`config.mk`:
```
export PLATFORM = sky130hd
export DESIGN_NAME = bisection_ctrl
export DESIGN_NICKNAME = d
export VERILOG_FILES = /design/src/rtl/bisection_ctrl.sv
export SDC_FILE = /design/constraint.sdc
export NUM_CORES = 1
export LEC_CHECK = 0
export ABC_CLOCK_PERIOD_IN_PS = 12300
export CAP_MARGIN = 20
export CORE_UTILIZATION = 45
export DETAILED_ROUTE_END_ITERATION = 7
export PLACE_DENSITY = 0.66
export REMOVE_ABC_BUFFERS = 1
export SYNTH_ARGS = -nofsm -noshare
export SYNTH_HDL_FRONTEND = slang
export SYNTH_SLANG_ARGS = --single-unit
```
`constraint.sdc`:
```
create_clock -name clk -period 12.3 [get_ports clk]
set_clock_uncertainty 0.15 [all_clocks]
set_input_delay 1.23 -clock clk [delete_from_list [all_inputs] [get_ports clk]]
set_output_delay 1.23 -clock clk [all_outputs]
set_load 0.01 [all_outputs]
```
`src/rtl/bisection_ctrl.sv`:
```
// bisection_ctrl
//   Closed-loop bisection search for the reference current i_ref at which the
//   plant's measured_q reaches desired_q. The plant must be monotonic
//   non-decreasing in i_ref.
//
// Ports
//   clk          in   rising-edge clock
//   rst          in   asynchronous active-low reset
//   ready        in   run enable; 0 freezes all state
//   desired_q    in   target q (latched at search start)
//   measured_q   in   plant q for the i_ref driven in the previous cycle
//   i_ref_setup  in   upper bound of the search interval (sampled at start)
//   i_ref        out  registered reference to the plant
//   converged    out  high in DONE when |measured_q - desired_q| <= TOL
//   done         out  high in DONE (converged or interval exhausted)
module bisection_ctrl #(
    parameter int WIDTH = 10,
    parameter int TOL   = 1
) (
    input  logic             clk,
    input  logic             rst,
    input  logic             ready,
    input  logic [WIDTH-1:0] desired_q,
    input  logic [WIDTH-1:0] measured_q,
    input  logic [WIDTH-1:0] i_ref_setup,
    output logic [WIDTH-1:0] i_ref,
    output logic             converged,
    output logic             done
);

    typedef enum logic [2:0] {IDLE, CALC, SETTLE, EVAL, DONE} state_t;

    state_t           state, state_d;
    logic [WIDTH-1:0] a, a_d, b, b_d, c, c_d, error, error_d, q_tgt, q_tgt_d;
    logic [WIDTH-1:0] i_ref_d;
    logic             converged_d, done_d;

    // Midpoint in WIDTH+1 bits so a+b cannot wrap.
    logic [WIDTH:0]   sum;
    logic [WIDTH-1:0] mid, diff, a_upd, b_upd;

    assign sum  = {1'b0, a} + {1'b0, b};
    assign mid  = WIDTH'(sum >> 1);
    assign diff = (measured_q >= q_tgt) ? (measured_q - q_tgt) : (q_tgt - measured_q);

    // Narrowed interval after this EVAL; c always lies in [a, b] so b_upd >= a_upd.
    assign a_upd = (measured_q < q_tgt) ? c : a;
    assign b_upd = (measured_q < q_tgt) ? b : c;

    always_comb begin
        state_d     = state;
        a_d         = a;
        b_d         = b;
        c_d         = c;
        error_d     = error;
        q_tgt_d     = q_tgt;
        i_ref_d     = i_ref;
        converged_d = converged;
        done_d      = done;
        if (ready) begin
            case (state)
                IDLE: begin
                    a_d     = '0;
                    b_d     = i_ref_setup;
                    q_tgt_d = desired_q;
                    state_d = CALC;
                end
                CALC: begin
                    c_d     = mid;
                    i_ref_d = mid;
                    state_d = SETTLE;
                end
                SETTLE: state_d = EVAL;
                EVAL: begin
                    error_d = diff;
                    if (diff <= WIDTH'(TOL)) begin
                        converged_d = 1'b1;
                        done_d      = 1'b1;
                        state_d     = DONE;
                    end else begin
                        a_d = a_upd;
                        b_d = b_upd;
                        if ((b_upd - a_upd) <= WIDTH'(1)) begin
                            converged_d = 1'b0;
                            done_d      = 1'b1;
                            state_d     = DONE;
                        end else begin
                            state_d = CALC;
                        end
                    end
                end
                DONE: begin
                    // A new target restarts the search; i_ref keeps the last c until then.
                    if (desired_q != q_tgt) begin
                        converged_d = 1'b0;
                        done_d      = 1'b0;
                        state_d     = IDLE;
                    end
                end
                default: state_d = IDLE;
            endcase
        end
    end

    always_ff @(posedge clk or negedge rst) begin
        if (!rst) begin
            state     <= IDLE;
            a         <= '0;
            b         <= '0;
            c         <= '0;
            error     <= '1;
            q_tgt     <= '0;
            i_ref     <= '0;
            converged <= 1'b0;
            done      <= 1'b0;
        end else begin
            state     <= state_d;
            a         <= a_d;
            b         <= b_d;
            c         <= c_d;
            error     <= error_d;
            q_tgt     <= q_tgt_d;
            i_ref     <= i_ref_d;
            converged <= converged_d;
            done      <= done_d;
        end
    end

endmodule

```
==> results.sh, run 1 <==
export IMPL_latest_clock_arrival_within_the_worst_skew_pair_ns=0.31
export IMPL_yosys_warnings=0
export IMPL_worst_path_max_delay_cell="sky130_fd_sc_hd__clkdlybuf4s50_1"
export IMPL_synth_edf_count=0
export IMPL_io_pins=45
export IMPL_finish_cell_count_without_fillers=603
export IMPL_final_design_area_no_fill_mm2=0.00463
export IMPL_chipWidth_um=96.7
export IMPL_hold_start="c[5]"
export IMPL_dp_hpwl_um=6800
export IMPL_critical_path_reg2reg_startpoint="q_tgt[0]"
export IMPL_synth_flop_cell="sky130_fd_sc_hd__dfrtp_1"
export IMPL_setup_worst_path_start="measured_q[0]"
export IMPL_synth_cells=461
export IMPL_wl_per_cell_um=15.0
export IMPL_netlist_area_leader_share_pct=27.9
export IMPL_cp_slowest_stage_delay_ns=0.48
export IMPL_grt_overflow=0
export IMPL_ys_seq_elements=45
export IMPL_number_of_max_slew_violations_in_the_final_report=0
export IMPL_timing_critical_path_arrival_ns=6.22
export IMPL_min_path_cells=2
export IMPL_setup_viol=0
export IMPL_cts_root_buf="sky130_fd_sc_hd__clkbuf_8"
export IMPL_whs_ns=0.402
export IMPL_synth_avg_cell_area_um2=8.74
export IMPL_grt_max_degree=46
export IMPL_routed_via_density=5.54
export IMPL_setup_tns_final_ns=0
export IMPL_synth_most_common_cell="sky130_fd_sc_hd__nand2_1"
export IMPL_synth_top_cells_by_count="sky130_fd_sc_hd__nand2_1 (46), sky130_fd_sc_hd__dfrtp_1 (45), sky130_fd_sc_hd__inv_1 (40), sky130_fd_sc_hd__ha_1 (37)"
export IMPL_worst_slack_ns=6.11
export IMPL_post_cts_setup_buffer_count=0
export IMPL_drt_iter0_markers=206
export IMPL_design_core_area_mm2=0.00868
export IMPL_cp_required_ns=12.33
export IMPL_fin_crit_sh_pct=50.3
export IMPL_firstDrtPassIters=7
export IMPL_die_y_um=96.7
export IMPL_vias_in_the_first_global_route=3188
export IMPL_final_replace_weighted_congestion=0.837
export IMPL_violations="design-rule violations"
export IMPL_dieArea_mm2=0.00934
export IMPL_antenna_found_initial=0
export IMPL_crit_fanout=20
export IMPL_reg2reg_setup_slack_ns=7.14
export IMPL_synth_area_top_cells="sky130_fd_sc_hd__dfrtp_1 (28%), sky130_fd_sc_hd__ha_1 (11%), sky130_fd_sc_hd__mux2i_1 (7.0%)"
export IMPL_pwr_density_cell_mw_per_mm2=303
export IMPL_drtAntennaViolNets=0
export IMPL_synth_seq_area_share_pct=27.9
export IMPL_post_place_cells=593
export IMPL_start_util_pct=46.5
export IMPL_max_vdd_ir_drop_mv=0.121
export IMPL_syn_area_mm2=0.00403
export IMPL_worst_slew_pin_slew_ns=0.974
export IMPL_port_buffers=44
export IMPL_holdCritPathClass="flip-flop to flip-flop"
export IMPL_cts_htree_levels=2
export IMPL_insertedDiodeCount=0
export IMPL_nets=568
export IMPL_drv_cap=0
export IMPL_critical_path_cell_chain="clkdlybuf4s50_1 -> inv_1 -> ha_1 -> fa_1 -> nand2b_1 -> a21o_1 -> a21oi_1 -> nor2_2 -> buf_4 -> o21ai_0 -> ha_1 -> inv_1 -> fa_1 -> a21oi_1 -> o22ai_1 -> o41ai_1 -> xor2_1 -> nand4_1 -> nor3b_1 -> o2111ai_1 -> o2bb2a_1 -> o21ai_1 -> o221ai_1"
export IMPL_cts_tree="built"
export IMPL_period_minus_slack_ns=6.19
export IMPL_clkSinkCount=45
export IMPL_post_route_drc_count=1
export IMPL_post_route_cells_drive_above_1_share_pct=9.09
export IMPL_post_cts_resize_count=0
export IMPL_hold_violation_total_from_the_final_report=0
export IMPL_cts_hold_repair_buffers=0
export IMPL_grt_total_usage_pct=19.7
export IMPL_rsz_0062_raised_after_global_routing="no"
export IMPL_power_leakage_nw=2.15
export IMPL_netlist_cell_type_count=59
export IMPL_wl_um=9070
export IMPL_min_to="c[5]"
export IMPL_clock_tree_buffer_depth=2
export IMPL_placed_area_mm2=0.00449
export IMPL_yosysTopAreaCell="sky130_fd_sc_hd__dfrtp_1"
export IMPL_r2r_worst_path_cells=21
export IMPL_layout_core_utilization_pct=53.3
export IMPL_p_total_mw=1.40
export IMPL_worst_setup_path_type="input port to flip-flop"
export IMPL_setup_worst_path_start_class="input port"
export IMPL_numCtsBuffers=5
export IMPL_critPathCaptureType="flip-flop"
export IMPL_grt_first_pass_wirelength_um=15200
export IMPL_path_clk_slew_ns=0.11
export IMPL_synthesis_to_finish_area_growth_pct=14.8
export IMPL_status="finished, violations left"
export IMPL_achievable_frequency_ghz=0.162
export IMPL_worstReg2RegEnd="converged"
export IMPL_dpl_worst_slack_ns=5.79
export IMPL_routed_via_count=3343
export IMPL_num_rows=34
export IMPL_worst_rel_slew_slack_pct=35.1
export IMPL_postSynth_asyncResetShare_pct=100
==> where the power goes <==
group / leakage (nW) / switching (mW) / internal, mW
logic: 1.53 / 0.531 / 0.460
registers: 0.567 / 0.0735 / 0.219
clock network: 0.0543 / 0.0589 / 0.0610
total: 2.15 / 0.664 / 0.739
==> registers in the layout, summed over array words and instances (netlist names) <==
name,cells
a,10
b,10
c,10
q_tgt,10
state,3
converged,1
done,1
==> cells in the final DEF, fill, tap and decap left out, types with 6 or more instances in the layout <==
cell type | netlist | final
sky130_fd_sc_hd__a21oi_1 | 32 | 32
sky130_fd_sc_hd__mux2_2 | 8 | 8
sky130_fd_sc_hd__a21o_1 | 8 | 8
sky130_fd_sc_hd__o21ai_0 | 32 | 32
sky130_fd_sc_hd__nand3_1 | 11 | 11
sky130_fd_sc_hd__nor2_1 | 25 | 24
sky130_fd_sc_hd__nand2b_1 | 7 | 7
sky130_fd_sc_hd__ha_1 | 37 | 37
sky130_fd_sc_hd__inv_1 | 40 | 40
sky130_fd_sc_hd__dfrtp_1 | 45 | 45
sky130_fd_sc_hd__xor2_1 | 10 | 10
sky130_fd_sc_hd__mux2i_1 | 28 | 28
sky130_fd_sc_hd__nand2_1 | 46 | 46
sky130_fd_sc_hd__mux2_4 | 9 | 9
sky130_fd_sc_hd__xnor2_1 | 16 | 16
sky130_fd_sc_hd__clkdlybuf4s50_1 | 0 | 43
sky130_fd_sc_hd__nand4_1 | 6 | 6
==> area by class of cell <==
cell class                      instances  area (um^2)
Clock buffer                            5         68.8
Clock inverter                          3         46.3
Fill cell                             822         4050
Inverter                               40          150
Multi-Input combinational cell        353         2620
Sequential cell                        45         1130
Tap cell                              108          135
Timing Repair Buffer                   49          483
==> cell families (layout without fill, tap and decap cells) <==
family	count (synthesis)	count (layout)	synth area share, %
and+or+nand+nor	127	127	15.1
AOI/OAI and AO/OA	114	114	18.0
buffers and inverters	63	97	7.26
muxes	45	45	12.5
DFF	45	45	27.9
adders and majority gates	41	41	13.5
xor gates and xnor gates	26	26	5.65
==> worst max-delay path by stage <==
stage | endpoint | slack [ns] | depth (start not counted)
after floorplan | converged | 6.25 | 18
after global placement | converged | 5.97 | 23
after detailed placement | converged | 5.79 | 23
after CTS | converged | 6.11 | 23
after global routing | converged | 5.62 | 23
final | converged | 6.11 | 23
==> worst max-delay path: cells and delay by family <==
kind            cells  cell delay [ns]
compound gates     10             2.24
fa+ha+maj           4             1.23
buf+inv             4             0.81
simple gates        4             0.55
xor+xnor            1             0.18
==> routing by layer <==
layer / vias to the layer above / GRT usage (%) / routed length (um)
li1: 1673 / - / -
met1: 1594 / 28.7 / 4610
met2: 70 / 31.0 / 4010
met3: 6 / 3.03 / 374
met4: 0 / 3.90 / 74
met5: - / 0 / 0
Note: power is estimated with default switching activity, not from simulation.
==> inputs of run 2 (changes only) <==
--- a/config.mk
+++ b/config.mk
@@ -5,11 +5,11 @@
 export SDC_FILE = /design/constraint.sdc
 export NUM_CORES = 1
 export LEC_CHECK = 0
-export ABC_CLOCK_PERIOD_IN_PS = 12300
+export ABC_CLOCK_PERIOD_IN_PS = 5250
 export CAP_MARGIN = 20
 export CORE_UTILIZATION = 45
 export DETAILED_ROUTE_END_ITERATION = 7
-export PLACE_DENSITY = 0.66
+export PLACE_DENSITY = 0.69
 export REMOVE_ABC_BUFFERS = 1
 export SYNTH_ARGS = -nofsm -noshare
 export SYNTH_HDL_FRONTEND = slang
==> constraint.sdc (replaced) <==
create_clock -name clk -period 5.25 [get_ports clk]
set_clock_uncertainty 0.15 [all_clocks]
set_input_delay 0.525 -clock clk [delete_from_list [all_inputs] [get_ports clk]]
set_output_delay 0.525 -clock clk [all_outputs]
set_load 0.01 [all_outputs]
==> run 2 against run 1 <==
Against the previous run: the run now ends clean; via count up 1.5%; sequential share of layout area down 0.90 points; setup slack worse by 5.8 ns; first-iteration DRC count down 42%; count of clock-buffer cells in the layout unchanged; register-to-register slack worse by 6.5 ns; critical path type unchanged.
==> results.sh, run 2 (same netlist as run 1, synthesis figures left out) <==
export IMPL_status="finished clean"
export IMPL_commonest_cells_after_routing_fill_and_taps_aside="sky130_fd_sc_hd__nand2_1 (46), sky130_fd_sc_hd__dfrtp_1 (45), sky130_fd_sc_hd__clkdlybuf4s50_1 (43)"
export IMPL_io_pins=45
export IMPL_worst_slew_pin_slew_ns=0.677
export IMPL_reg2reg_setup_slack_ns=0.65
export IMPL_grt_first_pass_wirelength_um=16300
export IMPL_cp_slowest_stage_delay_ns=0.48
export IMPL_wl_um=9630
export IMPL_dp_hpwl_um=7480
export IMPL_setup_tns_final_ns=0
export IMPL_achievable_frequency_ghz=0.204
export IMPL_post_route_drc_count=0
export IMPL_numCtsBuffers=5
export IMPL_critical_path_reg2reg_startpoint="q_tgt[0]"
export IMPL_whs_ns=0.396
export IMPL_setup_viol=0
export IMPL_grt_overflow=0
export IMPL_crit_fanout=15
export IMPL_worst_setup_path_type="input port to flip-flop"
export IMPL_grt_max_degree=36
export IMPL_multi_input_gate_area_in_the_final_layout_mm2=0.00263
export IMPL_num_rows=34
export IMPL_fillers=834
export IMPL_chipWidth_um=96.7
export IMPL_drt_iter0_markers=120
export IMPL_latest_clock_arrival_within_the_worst_skew_pair_ns=0.32
export IMPL_worst_rel_slew_slack_pct=54.9
export IMPL_drv_cap=0
export IMPL_port_buffers=44
export IMPL_register_area_mm2=0.00113
export IMPL_vias_in_the_first_global_route=3448
export IMPL_post_route_cells_drive_above_1_share_pct=13.0
export IMPL_cts_htree_levels=2
export IMPL_setup_worst_path_start="measured_q[0]"
export IMPL_hold_violation_total_from_the_final_report=0
export IMPL_clkSinkCount=45
export IMPL_start_util_pct=46.5
export IMPL_grt_total_usage_pct=21.4
export IMPL_design_core_area_mm2=0.00868
export IMPL_period_minus_slack_ns=4.91
export IMPL_pwr_density_cell_mw_per_mm2=718
export IMPL_path_clk_slew_ns=0.10
export IMPL_worst_slack_ns=0.344
export IMPL_cts_root_buf="sky130_fd_sc_hd__clkbuf_8"
export IMPL_fin_crit_sh_pct=93.4
export IMPL_number_of_max_slew_violations_in_the_final_report=0
export IMPL_firstDrtPassIters=4
export IMPL_die_y_um=96.7
export IMPL_worst_path_max_delay_cell="sky130_fd_sc_hd__clkdlybuf4s50_1"
export IMPL_setup_worst_path_start_class="input port"
export IMPL_nets=589
export IMPL_critPathCaptureType="flip-flop"
export IMPL_p_total_mw=3.45
export IMPL_antenna_found_initial=0
export IMPL_routed_via_count=3393
export IMPL_final_replace_weighted_congestion=0.874
export IMPL_power_leakage_nw=2.25
export IMPL_timing_critical_path_arrival_ns=4.96
export IMPL_insertedDiodeCount=0
export IMPL_critical_path_cell_chain="clkdlybuf4s50_1 -> inv_1 -> ha_1 -> fa_1 -> nand2b_1 -> a21o_1 -> a21oi_2 -> nor2_2 -> buf_4 -> mux2i_1 -> fa_1 -> a21oi_1 -> o22ai_1 -> o41ai_2 -> xor2_1 -> nand4_1 -> nor3b_1 -> o2111ai_1 -> o2bb2a_1 -> o21ai_1 -> o221ai_1"
export IMPL_most_frequent_standard_cell_in_the_layout_excluding_fill_and_tap_cells="sky130_fd_sc_hd__nand2_1"
export IMPL_worstReg2RegEnd="converged"
export IMPL_r2r_worst_path_cells=19
export IMPL_min_path_cells=2
export IMPL_synthesis_to_finish_area_growth_pct=19.2
export IMPL_worst_path_most_repeated_cell="sky130_fd_sc_hd__fa_1"
export IMPL_clock_tree_buffer_depth=2
export IMPL_setup_worst_path_end="converged"
export IMPL_routed_via_density=5.44
export IMPL_holdCritPathClass="flip-flop to flip-flop"
export IMPL_dpl_worst_slack_ns=-0.131
export IMPL_cp_required_ns=5.30
export IMPL_cts_tree="built"
export IMPL_dieArea_mm2=0.00934
export IMPL_max_vdd_ir_drop_mv=0.258
export IMPL_wl_per_cell_um=15.4
export IMPL_drtAntennaViolNets=0
-- run 2: layer usage --
metal | vias up | wire, um | global-route usage (%)
met3 | 10 | 409 | 3.76
met2 | 73 | 4410 | 34.9
met5 | - | 0 | 0
met1 | 1596 | 4670 | 29.5
met4 | 0 | 142 | 5.40
li1 | 1714 | - | -
-- run 2: cell type report --
type                    count  share of cell area [%]
repair buffers             70                    14.0
flip-flops and latches     45                    23.4
clock buffers               5                    1.43
clock inverters             3                   0.521
inverters                  40                    3.12
multi-input cells         353                    54.7
well taps                 108                    2.81
-- run 2: power breakdown --
group / total (mW) / switching [mW] / internal [mW] / leakage, nW
registers: 0.684 / 0.172 / 0.513 / 0.567
clock network: 0.238 / 0.142 / 0.0965 / 0.0447
logic: 2.53 / 1.32 / 1.21 / 1.64
total: 3.45 / 1.63 / 1.82 / 2.25
-- run 2: what timing repair did --
action | 4_1_cts | 5_1_grt
hold buffers | 1 | 0
hold endpoints to repair | 10 | 0
resized for setup | 0 | 3
buffers inserted | 0 | 0
endpoints found under the setup margin | 0 | 4
-- run 2: worst min-delay path by stage --
stage,start,endpoint,slack [ns]
5_1_grt,a[5],a[5],0.43
4_1_cts,c[3],c[3],0.40
6_report,b[6],b[6],0.40
2_1_floorplan,rst,a[0],0.08
3_3_place_gp,c[6],c[6],0.37
3_5_place_dp,rst,c[0],0.29
-- run 2: metrics by stage --
step / utilization, % / cell area [um^2] / std cells
6_report: 55.4 / 4810 / 624
5_1_grt: 55.4 / 4810 / 624
4_1_cts: 55.3 / 4800 / 624
3_5_place_dp: 54.1 / 4690 / 615
3_3_place_gp: 53.7 / 4660 / 613
2_1_floorplan: - / 3890 / 438
-- run 2: critical path, delay by kind of cell --
kind / cells / cell delay [ns]
XOR/XNOR: 1 / 0.18
buffers and inverters: 3 / 0.77
adder cells (fa/ha/maj): 3 / 1.04
multiplexers: 1 / 0.19
AO/OA/AOI/OAI: 9 / 1.69
AND/OR/NAND/NOR: 4 / 0.57
==> inputs of run 3 (changes only) <==
--- a/config.mk
+++ b/config.mk
@@ -7,9 +7,11 @@
 export LEC_CHECK = 0
 export ABC_CLOCK_PERIOD_IN_PS = 5250
 export CAP_MARGIN = 20
-export CORE_UTILIZATION = 45
+export CELL_PAD_IN_SITES_DETAIL_PLACEMENT = 0
+export CELL_PAD_IN_SITES_GLOBAL_PLACEMENT = 1
+export CORE_UTILIZATION = 40
 export DETAILED_ROUTE_END_ITERATION = 7
-export PLACE_DENSITY = 0.69
+export PLACE_DENSITY_LB_ADDON = 0.1
 export REMOVE_ABC_BUFFERS = 1
 export SYNTH_ARGS = -nofsm -noshare
 export SYNTH_HDL_FRONTEND = slang
==> run 3 against run 2 <==
Against the previous run: critical path depth grew 2; maximum frequency decreased by 0.49%; routed wire length is 4.2% higher; cell count rose by 5.3%; critical endpoint unchanged; largest cell class unchanged.
==> results.sh, run 3 (same netlist as run 1, synthesis figures left out) <==
export IMPL_die_y_um=102
export IMPL_setup_viol=0
export IMPL_wl_um=10000
export IMPL_grt_max_degree=46
export IMPL_clkSinkCount=45
export IMPL_wl_per_cell_um=15.3
export IMPL_r2r_worst_path_cells=21
export IMPL_worst_slack_ns=0.320
export IMPL_p_total_mw=3.60
export IMPL_critical_path_reg2reg_startpoint="q_tgt[4]"
export IMPL_cts_tree="built"
export IMPL_antenna_found_initial=0
export IMPL_port_buffers=44
export IMPL_power_report_internal_total_mw=1.94
export IMPL_drtAntennaViolNets=0
export IMPL_clock_tree_buffer_depth=2
export IMPL_insertedDiodeCount=0
export IMPL_period_minus_slack_ns=4.93
export IMPL_design_core_area_mm2=0.00977
export IMPL_crit_fanout=6
export IMPL_post_route_drc_count=0
export IMPL_most_frequent_standard_cell_in_the_layout_excluding_fill_and_tap_cells="sky130_fd_sc_hd__nand2_1"
export IMPL_max_vdd_ir_drop_mv=0.266
export IMPL_switching_power_mw=1.66
export IMPL_dieArea_mm2=0.0105
export IMPL_drv_cap=0
export IMPL_setup_worst_path_end="converged"
export IMPL_achievable_frequency_ghz=0.203
export IMPL_timing_critical_path_arrival_ns=4.96
export IMPL_grt_total_usage_pct=20.6
export IMPL_grt_overflow=0
export IMPL_status="finished clean"
export IMPL_power_leakage_nw=2.30
export IMPL_synthesis_to_finish_area_growth_pct=22.2
export IMPL_hold_violation_total_from_the_final_report=0
export IMPL_path_clk_slew_ns=0.10
export IMPL_routed_via_count=3415
export IMPL_final_replace_weighted_congestion=0.880
export IMPL_nets=598
export IMPL_chipWidth_um=102
export IMPL_fin_crit_sh_pct=93.9
export IMPL_power_share_combinational_pct=73.4
export IMPL_grt_first_pass_wirelength_um=16600
export IMPL_worst_slew_pin_slew_ns=0.685
export IMPL_switching_share_pct=46.1
export IMPL_whs_ns=0.174
export IMPL_number_of_max_slew_violations_in_the_final_report=0
export IMPL_critPathCaptureType="flip-flop"
export IMPL_drt_iter0_markers=117
export IMPL_start_util_pct=41.2
export IMPL_cts_root_buf="sky130_fd_sc_hd__clkbuf_8"
export IMPL_dp_hpwl_um=7670
export IMPL_routed_via_density=5.20
export IMPL_num_rows=36
export IMPL_firstDrtPassIters=4
export IMPL_cts_htree_levels=2
export IMPL_commonest_cells_after_routing_fill_and_taps_aside="sky130_fd_sc_hd__nand2_1 (46), sky130_fd_sc_hd__dfrtp_1 (45), sky130_fd_sc_hd__clkdlybuf4s50_1 (43)"
export IMPL_holdCritPathClass="input port to async pin"
export IMPL_setup_worst_path_start="measured_q[4]"
export IMPL_vias_in_the_first_global_route=3258
export IMPL_setup_tns_final_ns=0
export IMPL_dpl_worst_slack_ns=-0.233
export IMPL_seq_power_share_pct=19.0
export IMPL_worstReg2RegEnd="converged"
export IMPL_io_pins=45
export IMPL_setup_worst_path_start_class="input port"
export IMPL_cp_required_ns=5.28
export IMPL_numCtsBuffers=5
export IMPL_post_route_cells_drive_above_1_share_pct=15.6
export IMPL_reg2reg_setup_slack_ns=0.64
export IMPL_worst_rel_slew_slack_pct=54.0
export IMPL_layout_core_utilization_pct=50.4
export IMPL_worst_setup_path_type="input port to flip-flop"
export IMPL_latest_clock_arrival_within_the_worst_skew_pair_ns=0.31
export IMPL_pwr_density_cell_mw_per_mm2=731
export IMPL_cts_hold_repair_buffers=0
export IMPL_clock_power_share_pct=7.5
==> run 3: cell type report <==
class / instances / area (um^2)
inverters: 40 / 150
clock inverters: 2 / 35.0
flip-flops and latches: 45 / 1130
clock buffers: 5 / 68.8
well taps: 133 / 166
multi-input cells: 353 / 2670
fillers: 999 / 4850
repair buffers: 79 / 708
==> run 3: power by group through the flow <==
stage	clock network, mW	registers (mW)	logic [mW]
after floorplan	0	0.662	1.77
after global placement	0	0.685	2.54
after detailed placement	0	0.690	2.57
after CTS	0.282	0.683	2.58
after global routing	0.293	0.712	2.97
final	0.272	0.684	2.64
==> run 3: worst min-delay path by stage <==
stage	startpoint	end	slack, ns	cells past startpoint
final	rst	q_tgt[4]	0.17	2
after global routing	rst	q_tgt[4]	0.23	2
after CTS	rst	c[0]	0.18	2
after detailed placement	done	done	0.37	2
after global placement	c[6]	c[6]	0.37	2
after floorplan	rst	a[0]	0.08	0
==> run 3: per-stage QoR <==
| stage | area, um^2 | cells |
|---|---|---|
| floorplan | 3890 | 438 |
| global placement | 4760 | 648 |
| detailed placement | 4760 | 648 |
| CTS | 4860 | 655 |
| global route | 4930 | 657 |
| finish | 4930 | 657 |
==> run 3: worst max-delay path, cell delays in order <==
cell	delay (ns)
sky130_fd_sc_hd__clkdlybuf4s50_1	0.47
sky130_fd_sc_hd__inv_1	0.05
sky130_fd_sc_hd__ha_1	0.30
sky130_fd_sc_hd__a21o_1	0.21
sky130_fd_sc_hd__a21oi_1	0.30
sky130_fd_sc_hd__a21oi_4	0.11
sky130_fd_sc_hd__nor2_4	0.18
sky130_fd_sc_hd__buf_4	0.21
sky130_fd_sc_hd__nand2_1	0.06
sky130_fd_sc_hd__o21ai_1	0.11
sky130_fd_sc_hd__ha_2	0.20
sky130_fd_sc_hd__inv_1	0.05
sky130_fd_sc_hd__fa_1	0.39
sky130_fd_sc_hd__a21oi_2	0.17
sky130_fd_sc_hd__o22ai_1	0.12
sky130_fd_sc_hd__o41ai_2	0.33
sky130_fd_sc_hd__xor2_1	0.17
sky130_fd_sc_hd__nand4_1	0.12
sky130_fd_sc_hd__nor3b_2	0.20
sky130_fd_sc_hd__o2111ai_2	0.13
sky130_fd_sc_hd__o2bb2a_1	0.30
sky130_fd_sc_hd__o21ai_1	0.12
sky130_fd_sc_hd__o221ai_1	0.13
==> run 3: routing by layer <==
| metal | vias up | global-route usage (%) | part of all wire [%] |
|---|---|---|---|
| met3 | 10 | 3.28 | 3.5 |
| met5 | - | 0 | 0 |
| met1 | 1606 | 31.6 | 54 |
| met2 | 63 | 30.1 | 41 |
| li1 | 1736 | - | - |
| met4 | 0 | 4.51 | 0.95 |
==> run 3: what timing repair did <==
| item | CTS | global route |
|---|---|---|
| setup buffers | 0 | 1 |
| gates resized for setup | 0 | 11 |
| endpoints found under the setup margin | 0 | 4 |
